==> src/rtl/vga_glyph_fetch_if.sv <==
// Bus bundle for the glyph fetcher: the memory-controller side (arbiter
// count, shared read data, address into the mux) and the text-row side
// (start/row parameters, FIFO pop port and status).
interface vga_glyph_fetch_if;
  // memory-controller side
  logic [2:0]  acnt;
  logic [15:0] dmem;
  logic [15:0] glyph_addr;
  // row request
  logic        start;
  logic [15:0] row_base;
  logic [3:0]  glyph_row;
  logic [6:0]  num_cells;
  // FIFO consumer and status
  logic        rd_en;
  logic [15:0] rd_data;
  logic        empty;
  logic        busy;
  logic        done;
  logic        underrun;

  // The fetcher itself
  modport slave (
    input  acnt, dmem, start, row_base, glyph_row, num_cells, rd_en,
    output glyph_addr, rd_data, empty, busy, done, underrun
  );

  // Whoever drives requests, pops rows and supplies memory data
  modport master (
    output acnt, dmem, start, row_base, glyph_row, num_cells, rd_en,
    input  glyph_addr, rd_data, empty, busy, done, underrun
  );
endinterface

==> src/rtl/vga_glyph_fetch.sv <==
// Display-side memory client: in the VGA-owned arbiter slots it reads a tile
// index from the framebuffer, then the matching glyph row from ROM, and
// queues the 16-bit row in a small FIFO for the pixel serializer.
module vga_glyph_fetch #(
  parameter logic [2:0]  TILE_SLOT  = 3'd1,
  parameter logic [2:0]  GLYPH_SLOT = 3'd5,
  parameter logic [15:0] GLYPH_BASE = 16'h4000,
  parameter int          DEPTH      = 4
) (
  input  logic             clk,
  input  logic             rst,
  vga_glyph_fetch_if.slave bus
);

  localparam int PTR_W = $clog2(DEPTH);
  localparam int CNT_W = PTR_W + 1;
  localparam logic [CNT_W-1:0] DEPTH_C = CNT_W'(DEPTH);

  typedef enum logic [1:0] {IDLE, WAIT_TILE, WAIT_GLYPH} state_t;

  state_t            state_q, state_d;
  logic [15:0]       row_base_q, row_base_d;
  logic [3:0]        glyph_row_q, glyph_row_d;
  logic [6:0]        num_cells_q, num_cells_d;
  logic [6:0]        cell_idx_q, cell_idx_d;
  logic [15:0]       glyph_addr_q, glyph_addr_d;
  logic              busy_q, busy_d;
  logic              done_q, done_d;
  logic              underrun_q, underrun_d;
  logic [PTR_W-1:0]  wr_ptr_q, wr_ptr_d;
  logic [PTR_W-1:0]  rd_ptr_q, rd_ptr_d;
  logic [CNT_W-1:0]  count_q, count_d;
  logic [15:0]       mem_q [DEPTH];

  logic              push;
  logic              pop;
  logic              flush;
  logic              fifo_empty;
  logic [6:0]        cell_idx_inc;
  logic [DEPTH-1:0]  wr_sel;

  assign fifo_empty   = (count_q == '0);
  assign cell_idx_inc = cell_idx_q + 7'd1;

  // Next-state, request latching and slot handling; start overrides any
  // in-flight work so an aborted row leaves nothing behind.
  always_comb begin
    state_d      = state_q;
    row_base_d   = row_base_q;
    glyph_row_d  = glyph_row_q;
    num_cells_d  = num_cells_q;
    cell_idx_d   = cell_idx_q;
    glyph_addr_d = glyph_addr_q;
    done_d       = 1'b0;
    push         = 1'b0;
    flush        = 1'b0;

    if (bus.start) begin
      flush       = 1'b1;
      row_base_d  = bus.row_base;
      glyph_row_d = bus.glyph_row;
      num_cells_d = bus.num_cells;
      cell_idx_d  = 7'd0;
      if (bus.num_cells == 7'd0) begin
        state_d = IDLE;
        done_d  = 1'b1;
      end else begin
        state_d      = WAIT_TILE;
        glyph_addr_d = bus.row_base;
      end
    end else begin
      unique case (state_q)
        IDLE: begin
        end
        WAIT_TILE: begin
          // Only claim a tile when its glyph row is sure to fit; otherwise
          // the slot is skipped and retried on the next arbiter lap.
          if ((bus.acnt == TILE_SLOT) && (count_q < DEPTH_C)) begin
            glyph_addr_d = GLYPH_BASE + {4'b0000, bus.dmem[7:0], glyph_row_q};
            state_d      = WAIT_GLYPH;
          end
        end
        WAIT_GLYPH: begin
          if (bus.acnt == GLYPH_SLOT) begin
            push       = 1'b1;
            cell_idx_d = cell_idx_inc;
            if (cell_idx_inc == num_cells_q) begin
              state_d = IDLE;
              done_d  = 1'b1;
            end else begin
              state_d      = WAIT_TILE;
              glyph_addr_d = row_base_q + {9'd0, cell_idx_inc};
            end
          end
        end
        default: state_d = IDLE;
      endcase
    end
  end

  // Status flags: busy follows the next state; underrun is sticky until start.
  always_comb begin
    busy_d     = (state_d != IDLE);
    underrun_d = underrun_q;
    if (bus.start) begin
      underrun_d = 1'b0;
    end else if (bus.rd_en && fifo_empty) begin
      underrun_d = 1'b1;
    end
  end

  // FIFO pointers and occupancy; a flush beats any concurrent pop.
  assign pop = bus.rd_en && !fifo_empty && !flush;

  always_comb begin
    wr_ptr_d = wr_ptr_q;
    rd_ptr_d = rd_ptr_q;
    count_d  = count_q;
    if (flush) begin
      wr_ptr_d = '0;
      rd_ptr_d = '0;
      count_d  = '0;
    end else begin
      if (push) begin
        wr_ptr_d = wr_ptr_q + PTR_W'(1);
      end
      if (pop) begin
        rd_ptr_d = rd_ptr_q + PTR_W'(1);
      end
      unique case ({push, pop})
        2'b10:   count_d = count_q + CNT_W'(1);
        2'b01:   count_d = count_q - CNT_W'(1);
        default: count_d = count_q;
      endcase
    end
  end

  // One write strobe per FIFO entry, decoded from the write pointer.
  generate
    for (genvar gi = 0; gi < DEPTH; gi++) begin : g_wr_sel
      assign wr_sel[gi] = push && (wr_ptr_q == PTR_W'(gi));
    end
  endgenerate

  // FIFO storage; contents need no reset because occupancy gates the output.
  always_ff @(posedge clk) begin
    for (int i = 0; i < DEPTH; i++) begin
      if (wr_sel[i]) begin
        mem_q[i] <= bus.dmem;
      end
    end
  end

  // State and control registers with synchronous active-low reset.
  always_ff @(posedge clk) begin
    if (!rst) begin
      state_q      <= IDLE;
      row_base_q   <= '0;
      glyph_row_q  <= '0;
      num_cells_q  <= '0;
      cell_idx_q   <= '0;
      glyph_addr_q <= '0;
      busy_q       <= 1'b0;
      done_q       <= 1'b0;
      underrun_q   <= 1'b0;
      wr_ptr_q     <= '0;
      rd_ptr_q     <= '0;
      count_q      <= '0;
    end else begin
      state_q      <= state_d;
      row_base_q   <= row_base_d;
      glyph_row_q  <= glyph_row_d;
      num_cells_q  <= num_cells_d;
      cell_idx_q   <= cell_idx_d;
      glyph_addr_q <= glyph_addr_d;
      busy_q       <= busy_d;
      done_q       <= done_d;
      underrun_q   <= underrun_d;
      wr_ptr_q     <= wr_ptr_d;
      rd_ptr_q     <= rd_ptr_d;
      count_q      <= count_d;
    end
  end

  assign bus.glyph_addr = glyph_addr_q;
  assign bus.rd_data    = fifo_empty ? 16'h0000 : mem_q[rd_ptr_q];
  assign bus.empty      = fifo_empty;
  assign bus.busy       = busy_q;
  assign bus.done       = done_q;
  assign bus.underrun   = underrun_q;

endmodule

==> src/flat_wrapper.sv <==
// flat-port wrapper written by rule: the top's interface ports become plain ports
module vga_glyph_fetch_flat 
#(
  parameter logic [2:0]  TILE_SLOT  = 3'd1,
  parameter logic [2:0]  GLYPH_SLOT = 3'd5,
  parameter logic [15:0] GLYPH_BASE = 16'h4000,
  parameter int          DEPTH      = 4
)
  (clk, rst, bus_acnt, bus_dmem, bus_start, bus_row_base, bus_glyph_row, bus_num_cells, bus_rd_en, bus_glyph_addr, bus_rd_data, bus_empty, bus_busy, bus_done, bus_underrun);
  vga_glyph_fetch_if bus_i ();
  input  logic clk;
  input  logic rst;
  input wire logic [$bits(bus_i.acnt)-1:0] bus_acnt;
  input wire logic [$bits(bus_i.dmem)-1:0] bus_dmem;
  input wire logic [$bits(bus_i.start)-1:0] bus_start;
  input wire logic [$bits(bus_i.row_base)-1:0] bus_row_base;
  input wire logic [$bits(bus_i.glyph_row)-1:0] bus_glyph_row;
  input wire logic [$bits(bus_i.num_cells)-1:0] bus_num_cells;
  input wire logic [$bits(bus_i.rd_en)-1:0] bus_rd_en;
  output wire logic [$bits(bus_i.glyph_addr)-1:0] bus_glyph_addr;
  output wire logic [$bits(bus_i.rd_data)-1:0] bus_rd_data;
  output wire logic [$bits(bus_i.empty)-1:0] bus_empty;
  output wire logic [$bits(bus_i.busy)-1:0] bus_busy;
  output wire logic [$bits(bus_i.done)-1:0] bus_done;
  output wire logic [$bits(bus_i.underrun)-1:0] bus_underrun;
  assign bus_i.acnt = bus_acnt;
  assign bus_i.dmem = bus_dmem;
  assign bus_i.start = bus_start;
  assign bus_i.row_base = bus_row_base;
  assign bus_i.glyph_row = bus_glyph_row;
  assign bus_i.num_cells = bus_num_cells;
  assign bus_i.rd_en = bus_rd_en;
  assign bus_glyph_addr = bus_i.glyph_addr;
  assign bus_rd_data = bus_i.rd_data;
  assign bus_empty = bus_i.empty;
  assign bus_busy = bus_i.busy;
  assign bus_done = bus_i.done;
  assign bus_underrun = bus_i.underrun;
  vga_glyph_fetch #(.TILE_SLOT(TILE_SLOT), .GLYPH_SLOT(GLYPH_SLOT), .GLYPH_BASE(GLYPH_BASE), .DEPTH(DEPTH)) u_core (.clk(clk), .rst(rst), .bus(bus_i));
endmodule
==> config.mk <==
export PLATFORM = sky130hd
export DESIGN_NAME = vga_glyph_fetch_flat
export DESIGN_NICKNAME = d
export VERILOG_FILES = /design/src/rtl/vga_glyph_fetch_if.sv /design/src/rtl/vga_glyph_fetch.sv /design/src/flat_wrapper.sv
export SDC_FILE = /design/constraint.sdc
export NUM_CORES = 1
export LEC_CHECK = 0
export CAP_MARGIN = 40
export CORE_MARGIN = 4
export CORE_UTILIZATION = 45
export DETAILED_ROUTE_END_ITERATION = 8
export DONT_BUFFER_PORTS = 1
export GPL_ROUTABILITY_DRIVEN = 0
export HOLD_SLACK_MARGIN = 0.1
export PLACE_DENSITY = 0.67
export SLEW_MARGIN = 20
export SYNTH_ARGS = -nofsm -noshare
export SYNTH_HDL_FRONTEND = slang
export SYNTH_SLANG_ARGS = --single-unit
==> constraint.sdc <==
create_clock -name clk -period 3 [get_ports clk]
set_input_delay 0.45 -clock clk [delete_from_list [all_inputs] [get_ports clk]]
set_output_delay 0.45 -clock clk [all_outputs]
set_load 0.01 [all_outputs]
# Word level (Yosys, flattened, before mapping)
# Memory sizes are Yosys's and may differ from the RTL's. A register that Yosys moved wholly into a read port is not among the register bits.
# Index checks and enable logic that the tools add are counted.
[word_totals]
ff_bits = 62
ramBits = 64
input_bits = 50
output_inout_bits = 36
wordCells = 102
memories = 1
[op_classes]
add_sub_neg = 7
magnitude_cmp = 1
eq_ne = 14
n_mux = 42
n_bitwise = 1
n_reduce_logical = 24
[memory_table]
columns = ["memory", "words", "width", "rd", "rd_ports_with_merged_regs", "wr", "line_no", "rtl"]
rows = [
  ["u_core.mem_q", 4, 16, 1, 1, 1, "vga_glyph_fetch.sv:33", "logic [15:0] mem_q [DEPTH];"],
]
[ops]
columns = ["cell", "count"]
rows = [
  ["$mux 16", 9],
  ["$reduce_or 16->1", 3],
  ["$pmux 16 s2", 1],
  ["$mux 1", 22],
  ["$add 15x12->16 const A", 1],
  ["$add 16x7->16", 1],
  ["$mux 2", 8],
  ["$eq 2x2->1 const B", 4],
  ["$logic_and 1x1->1", 8],
  ["$add 7x1->7 const B", 1],
  ["$eq 7x7->1", 1],
  ["$logic_not 7->1", 1],
  ["$eq 2x1->1 const B", 3],
  ["$ne 3x2->1 const B", 2],
  ["$pmux 2 s3", 1],
  ["$pmux 3 s2", 1],
  ["$reduce_and 5->1", 1],
  ["$add 2x1->2 const B", 2],
  ["$logic_not 2->1", 2],
  ["$reduce_bool 2->1", 2],
  ["$reduce_or 2->1", 2],
  ["$add 3x1->3 const B", 1],
  ["$eq 3x1->1 const B", 1],
  ["$eq 3x3->1 const B", 1],
  ["9 further kinds", 10],
]

# Longest topological paths before layout
# Gate-level depths: netlist of the first run.
[logic_depth]
depth_word = 11
depth_mapped = 12
ltp_nobuf = 11

# Worst setup path before layout of the first run
# Ideal clock, no wire load.
[synth_path]
kind = "register -> register"
start = "register u_core.cell_idx_q[0]"
end = "register u_core.glyph_addr_q[7] (netlist: u_core.bus.glyph_addr[7])"
arrival_ps = 2474
slack_ps = 457
path_stages_with_launch = 11
synth_period_minus_slack_ps = 2543
path_cell_list = "dfxtp_1 > ha_1 > nand3_2 > xnor2_1 > ha_1 > a21oi_1 > nand2_1 > o31ai_1 > or4b_1 > o311a_1 > a21oi_1"
[synth_via]
elab_chain_cells = 6
[synth_rtl]
columns = ["element", "line_no", "rtl"]
rows = [
  ["start, declared", "vga_glyph_fetch.sv:25", "logic [6:0] cell_idx_q, cell_idx_d;"],
  ["start signal, assigned", "vga_glyph_fetch.sv:174", "cell_idx_q <= cell_idx_d;"],
  ["$add 7x1->7 *", "vga_glyph_fetch.sv:43", "assign cell_idx_inc = cell_idx_q + 7'd1;"],
  ["named net u_core.cell_idx_inc[4]", "vga_glyph_fetch.sv:39", "logic [6:0] cell_idx_inc;"],
  ["$add 16x7->16", "vga_glyph_fetch.sv:92", "glyph_addr_d = row_base_q + {9'd0, cell_idx_inc};"],
  ["$mux 16", "vga_glyph_fetch.sv:87", "if (cell_idx_inc == num_cells_q) begin"],
  ["$mux 16", "vga_glyph_fetch.sv:84", "if (bus.acnt == GLYPH_SLOT) begin"],
  ["$pmux 16 s2", "vga_glyph_fetch.sv:72", "unique case (state_q)"],
  ["$mux 16", "vga_glyph_fetch.sv:58", "if (bus.start) begin"],
  ["end signal, assigned", "vga_glyph_fetch.sv:175", "glyph_addr_q <= glyph_addr_d;"],
  ["end, declared", "vga_glyph_fetch.sv:26", "logic [15:0] glyph_addr_q, glyph_addr_d;"],
]
# The timed path passes the listed nets; every way through them passes the cells marked *. The select of a mux whose other input is x is not followed.
# A chain may end at the register's enable or synchronous reset.

# Final worst setup path of the first run
# Same ends and word-level chain as after synthesis.

==> impl_metrics.ini, run 1 <==
[run_status]
status = completed

[final_layout]
drive_above_1_share_pct = 13.2
multiInputGateArea_um2 = 2640
fillerInstances = 1132
fin_area_um2 = 6780
register_area_um2 = 3200
layout_commonest_cell = edfxtp_1
final_cell_mix = 64 x edfxtp_1, 63 x dfxtp_1, 42 x nor2b_1
fin_nets = 584
insertedDiodeCount = 0
area_growth_pct = 13.1

[drt]
wl_per_cell_um = 18.4
dr.pass1.iters = 5
routed_wirelength_mm = 12.9
drc = 0
vias = 3929
final_antenna_net_count = 0
drt_iter0_markers = 235
vias_per_cell = 5.59

[worst_setup_path]
crit_family = simple AND/OR/NAND/NOR gates
endpoint_kind = flip-flop
start_kind = flip-flop
r2r_cells = 10
cp_slowest_stage_delay_ps = 460
cp_cell_sequence = ha_1 > nand3_2 > xnor2_1 > ha_1 > a21oi_1 > nand2_1 > o31ai_2 > or4b_1 > o311a_1 > a21oi_1
cp_max_fo = 7
path_class = flip-flop to flip-flop
path_depth = 10
worstPathRequired_ps = 3350
cpMaxStageDelayCell = or4b_1
ff2ff_setup_slack_ps = 240
timing.rr.start = u_core.cell_idx_q[0]
worstPathArrival_ps = 3110
rr_endpoint = u_core.bus.glyph_addr[7]
crit_buf_inv = 0

[synth]
avgSynthCellArea_um2 = 11.7
ys_types = 64
ys_ff_latch = 128
postSynthCellCount = 513
yosysSeqAreaShare_pct = 53.4
syn_nets = 579
ys.flop_type = edfxtp_1
synth-edff-count = 64
synth_top_area_share_pct = 32.0
ys_warn_count = 0
synth_area_leaders = edfxtp_1 32%, dfxtp_1 21%, mux4_2 6.0%, nor2b_1 4.4%, mux2i_1 4.3%
syn_area_um2 = 6000
synth_area_leader_cell = edfxtp_1
async_flop_share_pct = 0

[clock_network]
cts_tree = yes
root_buffer = clkbuf_16
cts_buffer_depth = 2
clk_pin_slew_ps = 60
cts_buffers = 17
clock_latency_ps = 420
h-tree-depth = 4
post_cts_buffers = 0
clock_sinks = 128

[grt]
antenna_found_initial = 0
grt_pass1_vias = 4146
grtUsageTotal_pct = 18.0
grt_pass1_wl_mm = 20.7
grt_max_degree = 55
overflow = 0

[sta]
rsz0062_at_grt = no
setup_violations = 0
tns_ps = 0
fin_worst_skew_ps = 11.4
drv_slew = 0
hold_viol_final = 0
final.period_utilization_pct = 91.9
max_slew_margin_pct = 45.9
min_period_ps = 2760
worst_slew_pin_slew_ps = 810
finalHoldWorstSlack_ps = 123
fmaxAchievable_mhz = 363

[hold_path]
whs_endpoint = u_core.mem_q[0][0]
hold_class = input port to flip-flop
min_path_cells = 0
hold_start = bus_dmem[0]

[placed_design]
dpl_cell_area_um2 = 6160
hpwl_mm = 8.88
io_buffers = 0

[run]
drv_cap = 0

[pwr]
leakage_nw = 2.37
power.density_nw_per_um2 = 588
peakVddDrop_v = 0.000378

[die]
die_y_um = 123
initial_core_util_pct = 46.8
rows = 41
coreArea_um2 = 12800
io_pins = 86
die_w_um = 123
die_area_um2 = 15200
registers in the layout, indices dropped and copies added (netlist names), named ones only:
name and flops:
u_core.bus.busy 1, u_core.bus.done 1, u_core.bus.glyph_addr 16, u_core.bus.underrun 1, u_core.cell_idx_q 7, u_core.count_q 3
u_core.glyph_row_q 4, u_core.mem_q 64, u_core.num_cells_q 7, u_core.rd_ptr_q 2, u_core.row_base_q 16, u_core.state_q 2
u_core.wr_ptr_q 2
report_power, final:
group	internal, mW	leakage [nW]	switching, mW
registers	1.88	1.10	0.0441
logic	0.0770	1.00	0.0717
clock network	1.14	0.267	0.779
area by class of cell:
class | count | share of cell area (%)
clock buffers | 17 | 6.27
multi-input cells | 346 | 38.9
well taps | 172 | 3.17
repair buffers | 16 | 1.96
inverters | 9 | 0.498
clock inverters | 15 | 1.99
flip-flops and latches | 128 | 47.3
kinds of logic (layout without fill, tap and decap cells):
logic type | after synthesis | in the layout | share of synthesized area [%]
AO/OA/AOI/OAI | 92 | 92 | 10.5
adder cells (fa/ha/maj) | 16 | 16 | 3.59
XOR/XNOR | 32 | 32 | 4.90
AND/OR/NAND/NOR | 164 | 164 | 14.4
buffers and inverters | 39 | 57 | 2.82
flip-flops | 128 | 128 | 53.4
multiplexers | 42 | 42 | 10.3
worst max path at each step:
stage / from / to / slack [ps]
after floorplan: u_core.cell_idx_q[0] / u_core.bus.glyph_addr[7] / 460
after global placement: u_core.cell_idx_q[0] / u_core.bus.glyph_addr[7] / 300
after detailed placement: u_core.cell_idx_q[0] / u_core.bus.glyph_addr[7] / 130
after CTS: u_core.cell_idx_q[0] / u_core.bus.glyph_addr[7] / 110
after global routing: u_core.cell_idx_q[0] / u_core.bus.glyph_addr[7] / 90
final: u_core.cell_idx_q[0] / u_core.bus.glyph_addr[7] / 240
cells in the mapped netlist (all sizes together) (3+ instances only):
library cell	number
buf	10
a21o	3
o21ai	24
xor2	13
ha	14
o31ai	4
a22oi	3
o2111ai	5
o211ai	6
nor3	6
nand2	41
and4	3
nor2	32
xnor2	18
nand4	4
nand3	12
nor2b	42
a21oi	19
dfxtp	64
a21boi	6
edfxtp	64
clkbuf	20
inv	8
and2	4
mux2i	26
and3	7
a211oi	4
mux4	16
a31oi	3
per-layer routing:
layer	track usage, %	vias up	wire, um
li1	-	1888	-
met1	20.7	1910	5500
met2	30.4	120	6400
met3	6.72	11	899
met4	6.92	0	149
met5	0	-	0
metrics by stage:
stage,total power [mW],util [%],instances,setup WS [ps]
after detailed placement,2.10,48.1,666,129
after global placement,2.09,48.1,666,303
final,3.99,52.9,703,242
after global routing,4.14,52.9,703,89.2
after floorplan,2.08,-,513,457
after CTS,4.03,52.4,698,109
what timing repair did:
action,in CTS,in global routing
endpoints found under the setup margin,0,1
resized for setup,0,2
hold endpoints to repair,0,13
hold buffers,0,5
(Power assumes the default switching activity.)
==> inputs of run 2 (changes only) <==
Settings changed: ABC_AREA from default to 1, CORE_UTILIZATION 45 to 46, PLACE_DENSITY 0.67 to 0.68.
==> impl_metrics.ini, run 2 <==
[drt]
drc = 0
dr.pass1.iters = 7
final_antenna_net_count = 0
wl_per_cell_um = 15.5
drt_iter0_markers = 341
routed_wirelength_mm = 14.6
vias = 4875
vias_per_cell = 5.15

[worst_setup_path]
cp_slowest_stage_delay_ps = 680
endpoint_kind = output port
crit_family = buffers and inverters
worstPathArrival_ps = 2210
cp_cell_sequence = inv_1 > o21ai_0 > a21oi_1
path_class = flip-flop to output port
cp_max_fo = 32
crit_buf_inv = 1
cpMaxStageDelayCell = inv_1
worstPathRequired_ps = 2550
start_kind = flip-flop

[pwr]
power.density_nw_per_um2 = 567
finalPower_mw = 3.98
peakVddDrop_v = 0.000416
leakage_nw = 2.86

[grt]
grt_pass1_wl_mm = 22.8
grt_max_degree = 33
overflow = 0
grt_pass1_vias = 4679
antenna_found_initial = 0
grtUsageTotal_pct = 19.7

[synth]
synth_compound_area_share_pct = 11.0
synthMuxAreaShare_pct = 0
synth_top_family_by_area = simple AND/OR/NAND/NOR gates
ys_types = 39
avgSynthCellArea_um2 = 8.29
syn_area_um2 = 6120
ys_warn_count = 0
synth_top_area_share_pct = 31.4
syn_nets = 804
synth-edff-count = 64
synth_commonest_cells = 140 x nand2_1, 136 x nor2_1, 77 x inv_1
yosysSeqAreaShare_pct = 52.4
synth_area_leaders = edfxtp_1 31%, dfxtp_1 21%, nand2_1 8.6%, nor2_1 8.3%, o21ai_0 5.1%
synthSimpleGateAreaFrac_pct = 25.6
ys_ff_latch = 128
postSynthCellCount = 738
async_flop_share_pct = 0
synth_most_common_cell = nand2_1
synthAdderAreaFrac_pct = 3.52
synth_area_leader_cell = edfxtp_1
synthXorXnorAreaFrac_pct = 0.430
ys.flop_type = edfxtp_1

[die]
die_w_um = 123
io_pins = 86
die_area_um2 = 15200
initial_core_util_pct = 47.7
rows = 41
coreArea_um2 = 12800
die_y_um = 123

[final_layout]
final_cell_count_no_fill = 946
drive_above_1_share_pct = 9.56
largest_reg_flops = 64
finish.utilization_pct = 54.8
insertedDiodeCount = 0
fin_area_um2 = 7020
layout_commonest_cell = nand2_1
top_register = u_core.mem_q
fin_nets = 827
area_growth_pct = 14.8
final_cell_mix = 140 x nand2_1, 136 x nor2_1, 77 x inv_1

[hold_path]
hold_class = input port to flip-flop

[placed_design]
dpl_cell_area_um2 = 6300
pre_cts_ws_ps = 467
hpwl_mm = 9.61
io_buffers = 0
dp_cells = 895

[clock_network]
cts_tree = yes
clk_pin_slew_ps = 60
clock_sinks = 128
cts_buffers = 17
h-tree-depth = 4
root_buffer = clkbuf_16
cts_buffer_depth = 2
cts_resized = 0
clock_latency_ps = 420

[sta]
worst_slew_pin_slew_ps = 819
setup_violations = 0
tns_ps = 0
finalHoldWorstSlack_ps = 144
fin_ws_ps = 343
fmaxAchievable_mhz = 376
hold_viol_final = 0
drv_slew = 0
min_period_ps = 2660
max_slew_margin_pct = 45.3
fin_worst_skew_ps = 8.95
final.period_utilization_pct = 88.6
rsz0062_at_grt = no

[run]
drv_cap = 0

[run_status]
status = completed
## run 2: cell types whose count changed after synthesis, moves of 31 or more
cell,previous run,this run
inv_1,8,77
nor2b_1,42,0
o21ai_0,18,62
a21oi_1,19,50
nor2_1,32,136
nand2_1,41,140
## run 2: power by group
part           internal (mW)  switching [mW]  total, mW
Combinational         0.0873           0.129      0.216
Sequential              1.88          0.0375       1.91
Clock                   1.06           0.794       1.85
## run 2: layout make-up
type	count	area (um2)
Inverter	81	304
Clock buffer	17	425
Timing Repair Buffer	31	280
Clock inverter	15	111
Multi-Input combinational cell	502	2480
Fill cell	1179	5800
Tap cell	172	215
Sequential cell	128	3200
## run 2: cell families (layout without fill, tap and decap cells)
family / count (synthesis) / in the layout
simple gates: 355 / 355
compound gates: 128 / 128
flops: 128 / 128
buf+inv: 108 / 144
fa+ha+maj: 16 / 16
xor+xnor: 3 / 3
## run 2: final timing paths
kind	start	to	slack (ps)	depth (start not counted)
setup / recovery	flip-flop	bus_rd_data[3]	340	3
hold / removal	rst	u_core.bus.glyph_addr[10]	140	2
setup reg to reg	u_core.cell_idx_q[0]	u_core.bus.glyph_addr[13]	420	18
hold reg to reg	u_core.row_base_q[0]	u_core.row_base_q[0]	470	2
## run 2: per-layer routing
metal / track usage [%] / wire length (um) / up-vias
li1: - / - / 2466
met3: 7.37 / 1110 / 17
met5: 0 / 0 / -
met2: 33.1 / 7070 / 161
met1: 23.6 / 6270 / 2231
met4: 5.81 / 178 / 0
## run 2: repair_timing
item | in CTS | in global routing
endpoints found under the setup margin | 0 | 0
hold buffers | 5 | 14
setup buffers | 0 | 0
hold endpoints to repair | 13 | 51
==> inputs of run 3 (changes only) <==
Settings changed: CORE_MARGIN 4 to 1.5.
Clock period 3 ns to 2.5 ns, I/O delays scaled along.
==> impl_metrics.ini, run 3 (synthesis results as in run 2) <==
[drt]
drc = 0
wl_per_cell_um = 15.9
drt_iter0_markers = 400
vias_per_cell = 5.29
m1WireLength_mm = 6.29
top_layer = met4
wl_met3_um = 935
vias = 5052
routed_wirelength_mm = 15.2
final_antenna_net_count = 0
dr.pass1.iters = 5
met2_length_mm = 7.60

[worst_setup_path]
endpoint_kind = flip-flop
start_kind = flip-flop
cp_cell_sequence = ha_2 > nand2_2 > nor2_4 > nand2_1 > nand2_2 > nand2_2 > ha_4 > nand2_1 > nor2_1 > nand3_1 > nand2_2 > buf_4 > xor2_1 > nor2_1 > nor2_1 > nor2_1
cp_slowest_stage_delay_ps = 350
crit_buf_inv = 1
worstPathArrival_ps = 2660
crit_family = simple AND/OR/NAND/NOR gates
cpMaxStageDelayCell = dfxtp_1
cp_max_fo = 5
worstPathRequired_ps = 2820
path_class = flip-flop to flip-flop

[clock_network]
clk_pin_slew_ps = 60
root_buffer = clkbuf_16
h-tree-depth = 4
clock_sinks = 128
cts_tree = yes
cts_buffer_depth = 2
clock_latency_ps = 430
cts_buffers = 17

[grt]
grt_pass1_wl_mm = 24.3
grtUsageTotal_pct = 22.2
antenna_found_initial = 0
overflow = 0
grt_pass1_vias = 5018
grt_max_degree = 33

[final_layout]
final_cell_mix = 136 x nor2_1, 134 x nand2_1, 76 x inv_1
fillerInstances = 1120
register_area_um2 = 3200
layout_commonest_cell = nor2_1
largest_reg_flops = 64
multiInputGateArea_um2 = 2520
insertedDiodeCount = 0
final_cell_count_no_fill = 955
drive_above_1_share_pct = 12.0
top_register = u_core.mem_q
area_growth_pct = 17.8
fin_nets = 836

[pwr]
leakage_nw = 2.93
power.density_nw_per_um2 = 704
finalPower_mw = 5.07
peakVddDrop_v = 0.000472

[sta]
finalHoldWorstSlack_ps = 115
worst_slew_pin_slew_ps = 782
min_period_ps = 2340
drv_slew = 0
setup_violations = 0
final.period_utilization_pct = 93.7
fin_worst_skew_ps = 11.8
fmaxAchievable_mhz = 427
rsz0062_at_grt = yes
hold_viol_final = 0
max_slew_margin_pct = 47.7

[die]
die_w_um = 118
rows = 41
initial_core_util_pct = 47.9
coreArea_um2 = 12800
die_y_um = 118
die_area_um2 = 14000
io_pins = 86

[placed_design]
dp_cells = 899
io_buffers = 0
hpwl_mm = 9.71

[run_status]
status = completed

[hold_path]
hold_class = input port to flip-flop

[run]
drv_cap = 0
==> run 3: cell types whose count changed in the layout (fill, tap and decap cells not counted), moves of 3 or more <==
cell,before,now
buf_4,12,17
nand2_1,140,134
nand2_2,6,12
o21ai_0,62,59
o21ai_1,0,3
==> run 3: path summary, 6_finish.rpt <==
path	startpoint	endpoint	slack [ps]	cells after the start
hold / removal	bus_glyph_row[2]	u_core.glyph_row_q[2]	120	2
hold reg to reg	u_core.rd_ptr_q[1]	u_core.rd_ptr_q[1]	470	2
setup / recovery	u_core.cell_idx_q[1]	u_core.bus.glyph_addr[8]	160	16
setup reg to reg	u_core.cell_idx_q[1]	u_core.bus.glyph_addr[8]	160	16
==> run 3: where the power goes <==
group / internal (mW) / switching [mW] / leakage (nW)
Sequential: 2.25 / 0.0443 / 1.10
Combinational: 0.110 / 0.165 / 1.54
Clock: 1.49 / 1.00 / 0.292
==> run 3: stage by stage <==
| stage | util, % | worst slack, ps | setup TNS [ps] | instance area (um2) |
|---|---|---|---|---|
| floorplan | - | 228 | 0 | 6120 |
| global placement | 49.5 | 111 | 0 | 6330 |
| detailed placement | 49.5 | 6.78 | 0 | 6330 |
| CTS | 55.9 | 2.83 | 0 | 7150 |
| finish | 56.4 | 158 | 0 | 7200 |
| global route | 56.4 | -91.4 | -125 | 7200 |
==> run 3: worst register-to-register path, cell delays in order (launching register included) <==
cell     delay, ps
dfxtp_1        350
ha_2           200
nand2_2         80
nor2_4         130
nand2_1        100
nand2_2         90
nand2_2         80
ha_4           290
nand2_1         80
nor2_1         100
nand3_1        100
nand2_2        130
buf_4          130
xor2_1         130
nor2_1          50
nor2_1         130
nor2_1          60
==> run 3: layer usage <==
metal / GRT usage, % / up-vias
li1: - / 2483
met1: 25.9 / 2388
met2: 38.1 / 157
met3: 6.61 / 24
met4: 8.84 / 0
met5: 0 / -
==> run 3: repair_timing <==
action,4_1_cts,5_1_grt
setup endpoints to repair,1,23
pin swaps,0,5
buffers inserted,0,1
hold buffers,21,0
gates cloned,0,1
resized for setup,1,16
endpoints found under the hold margin,90,0
==> run 3: layout make-up <==
type / count / share of cell area, %
well taps: 172 / 2.99
repair buffers: 39 / 4.85
inverters: 81 / 4.27
repair inverters: 1 / 0.104
multi-input cells: 502 / 35.0
clock inverters: 15 / 2.38
flip-flops and latches: 128 / 44.5
clock buffers: 17 / 5.90
